==> config.mk <==
export PLATFORM = sky130hd
export DESIGN_NAME = input_conditioner
export DESIGN_NICKNAME = d
export VERILOG_FILES = /design/src/rtl/cond_pkg.sv /design/src/rtl/debounce_bit.sv /design/src/rtl/input_conditioner.sv
export SDC_FILE = /design/constraint.sdc
export NUM_CORES = 1
export LEC_CHECK = 0
export CAP_MARGIN = 20
export CORE_MARGIN = 2
export CORE_UTILIZATION = 60
export DETAILED_ROUTE_END_ITERATION = 10
export PLACE_DENSITY_LB_ADDON = 0.25
export RECOVER_POWER = 100
export SYNTH_ARGS = -nofsm -noshare
export SYNTH_HDL_FRONTEND = slang
export SYNTH_SLANG_ARGS = --single-unit
==> constraint.sdc <==
create_clock -name clk -period 3.2 [get_ports clk]
set_clock_uncertainty 0.15 [all_clocks]
set_input_delay 0.64 -clock clk [delete_from_list [all_inputs] [get_ports clk]]
set_output_delay 0.64 -clock clk [all_outputs]
set_load 0.02 [all_outputs]
==> src/rtl/cond_pkg.sv <==
// Shared constants for the input conditioner: board clock, debounce window
// for silicon, and a short window used when simulating.
package cond_pkg;

   localparam int CLK_FREQ_HZ             = 100000000;
   localparam int DEFAULT_DEBOUNCE_CYCLES = 1000000;   // 10 ms at CLK_FREQ_HZ
   localparam int SIM_DEBOUNCE_CYCLES     = 4;

endpackage

==> src/rtl/debounce_bit.sv <==
// One conditioned input: 2-flop synchronizer, counter-based debounce, and
// registered edge pulses. The falling-edge pulse exists only when
// INPUT_CONDITIONER_FALL_EDGE_EN is defined; otherwise fall_out is tied low.
module debounce_bit
   import cond_pkg::*;
#(
   parameter int DEBOUNCE_CYCLES = DEFAULT_DEBOUNCE_CYCLES,
   parameter int CNT_WIDTH       = $clog2(DEBOUNCE_CYCLES)
) (
   input  logic clk,
   input  logic reset,
   input  logic raw_in,
   output logic level_out,
   output logic rise_out,
   output logic fall_out
);

   localparam logic [CNT_WIDTH-1:0] CNT_MAX = CNT_WIDTH'(DEBOUNCE_CYCLES - 1);

   logic                 r_sync1;
   logic                 r_sync2;
   logic [CNT_WIDTH-1:0] r_cnt;
   logic                 r_level;
   logic                 r_rise;
   logic                 w_differ;
   logic                 w_accept;

   // The synchronized value disagrees with the stable level; accept it once the
   // counter has seen DEBOUNCE_CYCLES-1 prior disagreeing cycles.
   assign w_differ = r_sync2 ^ r_level;
   assign w_accept = w_differ && (r_cnt == CNT_MAX);

   // Two-flop synchronizer for the asynchronous pin, nothing in between.
   always_ff @(posedge clk) begin
      if (reset) begin
         r_sync1 <= 1'b0;
         r_sync2 <= 1'b0;
      end else begin
         r_sync1 <= raw_in;
         r_sync2 <= r_sync1;
      end
   end

   // Debounce counter, stable level and rising pulse; any agreeing cycle
   // restarts the count, and the counter clears instead of wrapping.
   always_ff @(posedge clk) begin
      if (reset) begin
         r_cnt   <= '0;
         r_level <= 1'b0;
         r_rise  <= 1'b0;
      end else begin
         r_rise <= w_accept & r_sync2;
         if (!w_differ) begin
            r_cnt <= '0;
         end else if (w_accept) begin
            r_level <= r_sync2;
            r_cnt   <= '0;
         end else begin
            r_cnt <= r_cnt + 1'b1;
         end
      end
   end

   assign level_out = r_level;
   assign rise_out  = r_rise;

`ifdef INPUT_CONDITIONER_FALL_EDGE_EN
   logic r_fall;

   // Falling pulse, timed like the rising pulse (same edge as the level change).
   always_ff @(posedge clk) begin
      if (reset) r_fall <= 1'b0;
      else       r_fall <= w_accept & ~r_sync2;
   end

   assign fall_out = r_fall;
`else
   assign fall_out = 1'b0;
`endif

endmodule

==> src/rtl/input_conditioner.sv <==
// Conditions N_INPUTS raw switch/button pins into debounced levels plus
// single-cycle edge pulses, one independent debounce_bit per input.
// Optional falling-edge pulses: define INPUT_CONDITIONER_FALL_EDGE_EN.
module input_conditioner
   import cond_pkg::*;
#(
   parameter int N_INPUTS        = 4,
   parameter int DEBOUNCE_CYCLES = DEFAULT_DEBOUNCE_CYCLES
) (
   input  logic                clk,
   input  logic                reset,
   input  logic [N_INPUTS-1:0] raw_in,
   output logic [N_INPUTS-1:0] level_out,
   output logic [N_INPUTS-1:0] rise_out,
   output logic [N_INPUTS-1:0] fall_out
);

   localparam int CNT_WIDTH = $clog2(DEBOUNCE_CYCLES);

   logic [N_INPUTS-1:0] w_level;
   logic [N_INPUTS-1:0] w_rise;
   logic [N_INPUTS-1:0] w_fall;

   for (genvar g = 0; g < N_INPUTS; g++) begin : g_bit
      debounce_bit #(
         .DEBOUNCE_CYCLES (DEBOUNCE_CYCLES),
         .CNT_WIDTH       (CNT_WIDTH)
      ) u_bit (
         .clk       (clk),
         .reset     (reset),
         .raw_in    (raw_in[g]),
         .level_out (w_level[g]),
         .rise_out  (w_rise[g]),
         .fall_out  (w_fall[g])
      );
   end

   assign level_out = w_level;
   assign rise_out  = w_rise;
   assign fall_out  = w_fall;

endmodule

== Yosys cells after proc, flatten, opt, wreduce, memory -nomap -nowiden ==
Index checks and enable logic that the tools add are counted.

* Bitwise operators: 12
* Reduce and logical (&&, ||, !) cells: 12
* Equal/unequal tests: 4
* $add $sub $neg: 4

{| class="wikitable"
|+ Operators with widths
! kind !! number
|-
| $add 20x1->20 const B || 4
|-
| $eq 20x20->1 const B || 4
|-
| $reduce_or 3->1 || 4
|-
| $reduce_and 2->1 || 4
|-
| $and 1x1->1 || 4
|-
| $logic_and 1x1->1 || 4
|-
| $not 1->1 || 4
|-
| $xor 1x1->1 || 4
|}

* Logic and storage cells: 52
* Output and inout bits: 12
* Register bits after elaboration: 96

== Longest topological paths before layout ==
* Word-level depth: 3
* Gate-level depth with buffers: 6
* Mapped depth without buffers: 5

== Cells and area by module ==
From an unflattened synthesis, not the netlist that was laid out.

* Cell total of the unflattened synthesis: 496
* Area total of the unflattened synthesis: 4334.2 µm²

{| class="wikitable"
|+ By module, submodules not included
! module !! sequential area each (µm²) !! area each (µm²) !! instances !! cells an instance
|-
| debounce_bit || 480.5 || 1083.5 || 4 || 124
|}

== Worst setup path after synthesis ==
No wires, ideal clock.

* Path kind: flip-flop to flip-flop
* Start point: register g_bit[2].u_bit.r_cnt[13]
* End point: register g_bit[2].u_bit.r_cnt[10]
* Setup slack: 1.077 ns
* Data required time: 2.935 ns
* Buffers on the path: 1
* Period minus slack after synthesis: 2.123 ns
* Stages on the path, launching flop included: 6
* Arrival time: 1.858 ns
* Cells stage by stage: dfxtp_1 > or4b_1 > or4_4 > o21ai_4 > buf_12 > nor2_2

* Word-level cells in the longest chain between the ends: 3

{| class="wikitable"
|+ RTL lines
! item !! RTL line !! RTL
|-
| start: declaration || debounce_bit.sv:22 || <nowiki>logic [CNT_WIDTH-1:0] r_cnt;</nowiki>
|-
| start signal: assignment || debounce_bit.sv:59 || <nowiki>r_cnt <= r_cnt + 1'b1;</nowiki>
|-
| $eq 20x20->1 || debounce_bit.sv:31 || <nowiki>assign w_accept = w_differ && (r_cnt == CNT_MAX);</nowiki>
|-
| $logic_and 1x1->1 || debounce_bit.sv:31 ||
|-
| $reduce_or 3->1 (no source line) || - ||
|}

No other way between the ends.
A chain may end at the register's enable or synchronous reset.

== Worst setup path in the final report ==
* Start point: register g_bit[2].u_bit.r_cnt[13]
* End point: register g_bit[2].u_bit.r_cnt[2]

Same word-level chain as after synthesis.

==> run_results.csv <==
group,metric,value,unit
clock_tree,clk_latency,0.36,ns
sta,slew_headroom,30.19,%
final_layout,multiInputGateArea,2163,um2
logic_synthesis,synth_edf_count,0,
setup_path,critPathMaxFanout,19,
logic_synthesis,synth_top_cell_by_area,"dfxtp_1",
clock_tree,clkSlewWorstSetupHoldPaths,0.09,ns
setup_path,critPathArrivalTime,2.78,ns
sta,finalSetupViolCount,0,
sta,period_needed,2.720,ns
placed_design,gp_congestion,0.8476,
power_and_ir_drop,peakVddDrop,321.8,uV
floorplan,fp.dieW,88.61,um
clock_tree,cts_made_buffers,9,
clock_tree,cts_resized,0,
power_and_ir_drop,leakage,0.001363,uW
logic_synthesis,avgSynthCellArea,8.930,um2
floorplan,dieArea,7852,um2
sta,grt_setup_unrepaired,"false",
final_layout,fin_area,4608,um2
detailed_routing,wl,7727,um
final_layout,nFillCells,558,
clock_tree,cts-root-buf,"clkbuf_8",
logic_synthesis,yosys.area_share.simple,30.12,%
sta,fin_setup_tns,0,ns
floorplan,rows,30,
placed_design,post-dp-hpwl,5380,um
placed_design,place_area,4410,um2
floorplan,ios,18,
logic_synthesis,yosysWarnings,0,
floorplan,core,6869,um2
clock_tree,postCtsSetupBuffers,0,
sta,tightestPinTransition,1.036,ns
logic_synthesis,ys_seq_area_share,44.74,%
power_and_ir_drop,powerDensity,447.9,nW/um2
logic_synthesis,synth-compound-area-share,8.477,%
final_layout,regArea,1922,um2
logic_synthesis,synthesis.area,4295,um2
logic_synthesis,postSynth.asyncResetShare,0,%
setup_path,worst-r2r-setup-slack,0.48,ns
setup_path,rr_startpoint,"g_bit[2].u_bit.r_cnt[13]",
setup_path,cp_data_required_time,3.26,ns
outcome,status,"complete, no violations",
final_layout,final_net_count,497,
global_route,grt_pass1_wl,13020,um
logic_synthesis,yosys_register_bits,96,
logic_synthesis,synth_mux_area_share,0,%
clock_tree,cts_hold_buf,0,
detailed_routing,first_pass_iters,4,
final_layout,drive_gt1_share,7.317,%
logic_synthesis,synth_flop_cell,"dfxtp_1",
floorplan,start_util,62.53,%
worst_hold_path,min_path_type,"reg -> reg",
logic_synthesis,netlist_top_cells_area,"dfxtp_1, xnor2_1, nor2_1",
final_layout,syn2layout_area_growth,7.282,%
logic_synthesis,syn-instance-count,481,
detailed_routing,drt-vias-per-instance,5.719,
floorplan,die_y,88.61,um
detailed_routing,drt_iter0_drc,126,
clock_tree,clock_path_buffers,2,
setup_path,cp-start-kind,"register",
detailed_routing,route.detailed.drc,0,
setup_path,crit_type,"reg -> reg",
logic_synthesis,synth_xor_area_share,10.60,%
placed_design,io_buffers,13,
worst_hold_path,hold_start,"g_bit[2].u_bit.r_sync1",
flow_run,cap_violations,0,
detailed_routing,vias,3363,
sta,final_max_slew_viol_count,0,
detailed_routing,postRouteAntennaNets,0,
clock_tree,cts_tree,"yes",
global_route,antenna_found_initial,0,
logic_synthesis,yosysTopAreaCellShare,44.74,%
global_route,grt-ovfl-total,0,
final_layout,diodes,0,
sta,max_freq,367.6,MHz
sta,hold_viol,0,
setup_path,critPathLaunch,"g_bit[2].u_bit.r_cnt[13]",
detailed_routing,wl_per_cell,13.14,um
clock_tree,h-tree-depth,3,
logic_synthesis,synth_top_family_by_area,"simple AND/OR/NAND/NOR gates",
logic_synthesis,synth_cell_types,44,
global_route,grt_max_degree,21,
global_route,first_global_vias,3063,
logic_synthesis,synth_fa_ha_area_share,1.165,%
clock_tree,cts_sinks,96,
sta,finalCritPeriodShare,85.01,%
global_route,grt.total_usage,20.90,%
setup_path,end_kind,"register",
## routing by layer
layer | part of all wire, % | vias up | wire length, um | track usage (%)
met5 | 0 | - | 0 | 0
met4 | 1.9 | 0 | 146 | 9.780
met3 | 3.1 | 13 | 238 | 3.731
met2 | 47 | 52 | 3635 | 35.00
met1 | 48 | 1587 | 3707 | 26.22
li1 | - | 1711 | - | -
## per-stage QoR
stage	setup slack [ns]	total power (uW)	cells	hold slack (ns)	util, %
after floorplan	1.077	1259	484	0.2638	-
after global placement	0.7282	1264	572	0.2743	64.21
after detailed placement	0.7041	1265	572	0.2870	64.21
after CTS	0.6733	2089	588	0.3079	67.36
after global routing	0.3154	2142	588	0.3210	67.09
final	0.4797	2064	588	0.3041	67.09
## synthesized netlist by cell type (all sizes together), types with 5 or more instances
| cell | number |
|---|---|
| and3 | 11 |
| xor2 | 19 |
| dfxtp | 96 |
| nor2b | 9 |
| xnor2 | 33 |
| nor2 | 64 |
| or4 | 16 |
| clkbuf | 6 |
| nand4 | 17 |
| nand3 | 37 |
| nand2 | 23 |
| or3 | 15 |
| inv | 10 |
| o21ai | 18 |
| buf | 18 |
| o31ai | 10 |
| a21oi | 28 |
| nor4b | 5 |
| nor4 | 14 |
| nor3 | 6 |
## layout make-up
type                       instances  area share [%]
clock buffer                      12           3.584
multi-input combinational        354           46.95
tap                               96           2.607
sequential                        96           41.71
inverter                          10          0.8146
clock inverter                     4           1.113
timing repair buffer              16           3.231
## report_power, final
group          switching (uW)  internal, uW  leakage (uW)  total [uW]
registers                4.56          1200      0.000775        1200
clock network             402           425      0.000109         827
logic                    20.7          11.8      0.000480        32.4
## critical path, cell delays in order (launching register included)
cell and delay, ns:
dfxtp_1 0.37, or4b_1 0.57, or4_1 0.58, o21ai_2 0.79
nor2_1 0.11
## cell families after synthesis
kind of cell,after synthesis
xor+xnor,52
simple gates,234
buf+inv,34
other cells,1
fa+ha+maj,4
compound gates,60
flops,96
## sequential cells by signal (all words and copies together) (netlist names)
register and flops:
g_bit.u_bit.r_cnt 80, g_bit.u_bit.level_out 4, g_bit.u_bit.r_sync1 4, g_bit.u_bit.r_sync2 4, g_bit.u_bit.rise_out 4
## path summary, 6_finish.rpt
kind,endpoint,cells after the start
worst max-delay path,g_bit[2].u_bit.r_cnt[2],4
worst min register to register,g_bit[2].u_bit.r_sync2,1
worst min-delay path,g_bit[2].u_bit.r_sync2,1
worst max register to register,g_bit[2].u_bit.r_cnt[2],4
## cell usage in the layout, fill, tap and decap left out, types with 10 or more instances in the layout
| cell type | count |
|---|---|
| dfxtp_1 | 96 |
| nor2_1 | 54 |
| nand3_1 | 37 |
| xnor2_1 | 33 |
| a21oi_1 | 28 |
| nand2_1 | 23 |
| xor2_1 | 19 |
| nand4_1 | 17 |
| or4_1 | 16 |
| o21ai_0 | 16 |
| or3_1 | 15 |
| nor4_1 | 14 |
| clkbuf_8 | 12 |
| and3_1 | 11 |
| o31ai_1 | 10 |
| inv_1 | 10 |
| nor2_2 | 10 |
Power figures use the tool's default switching activity.
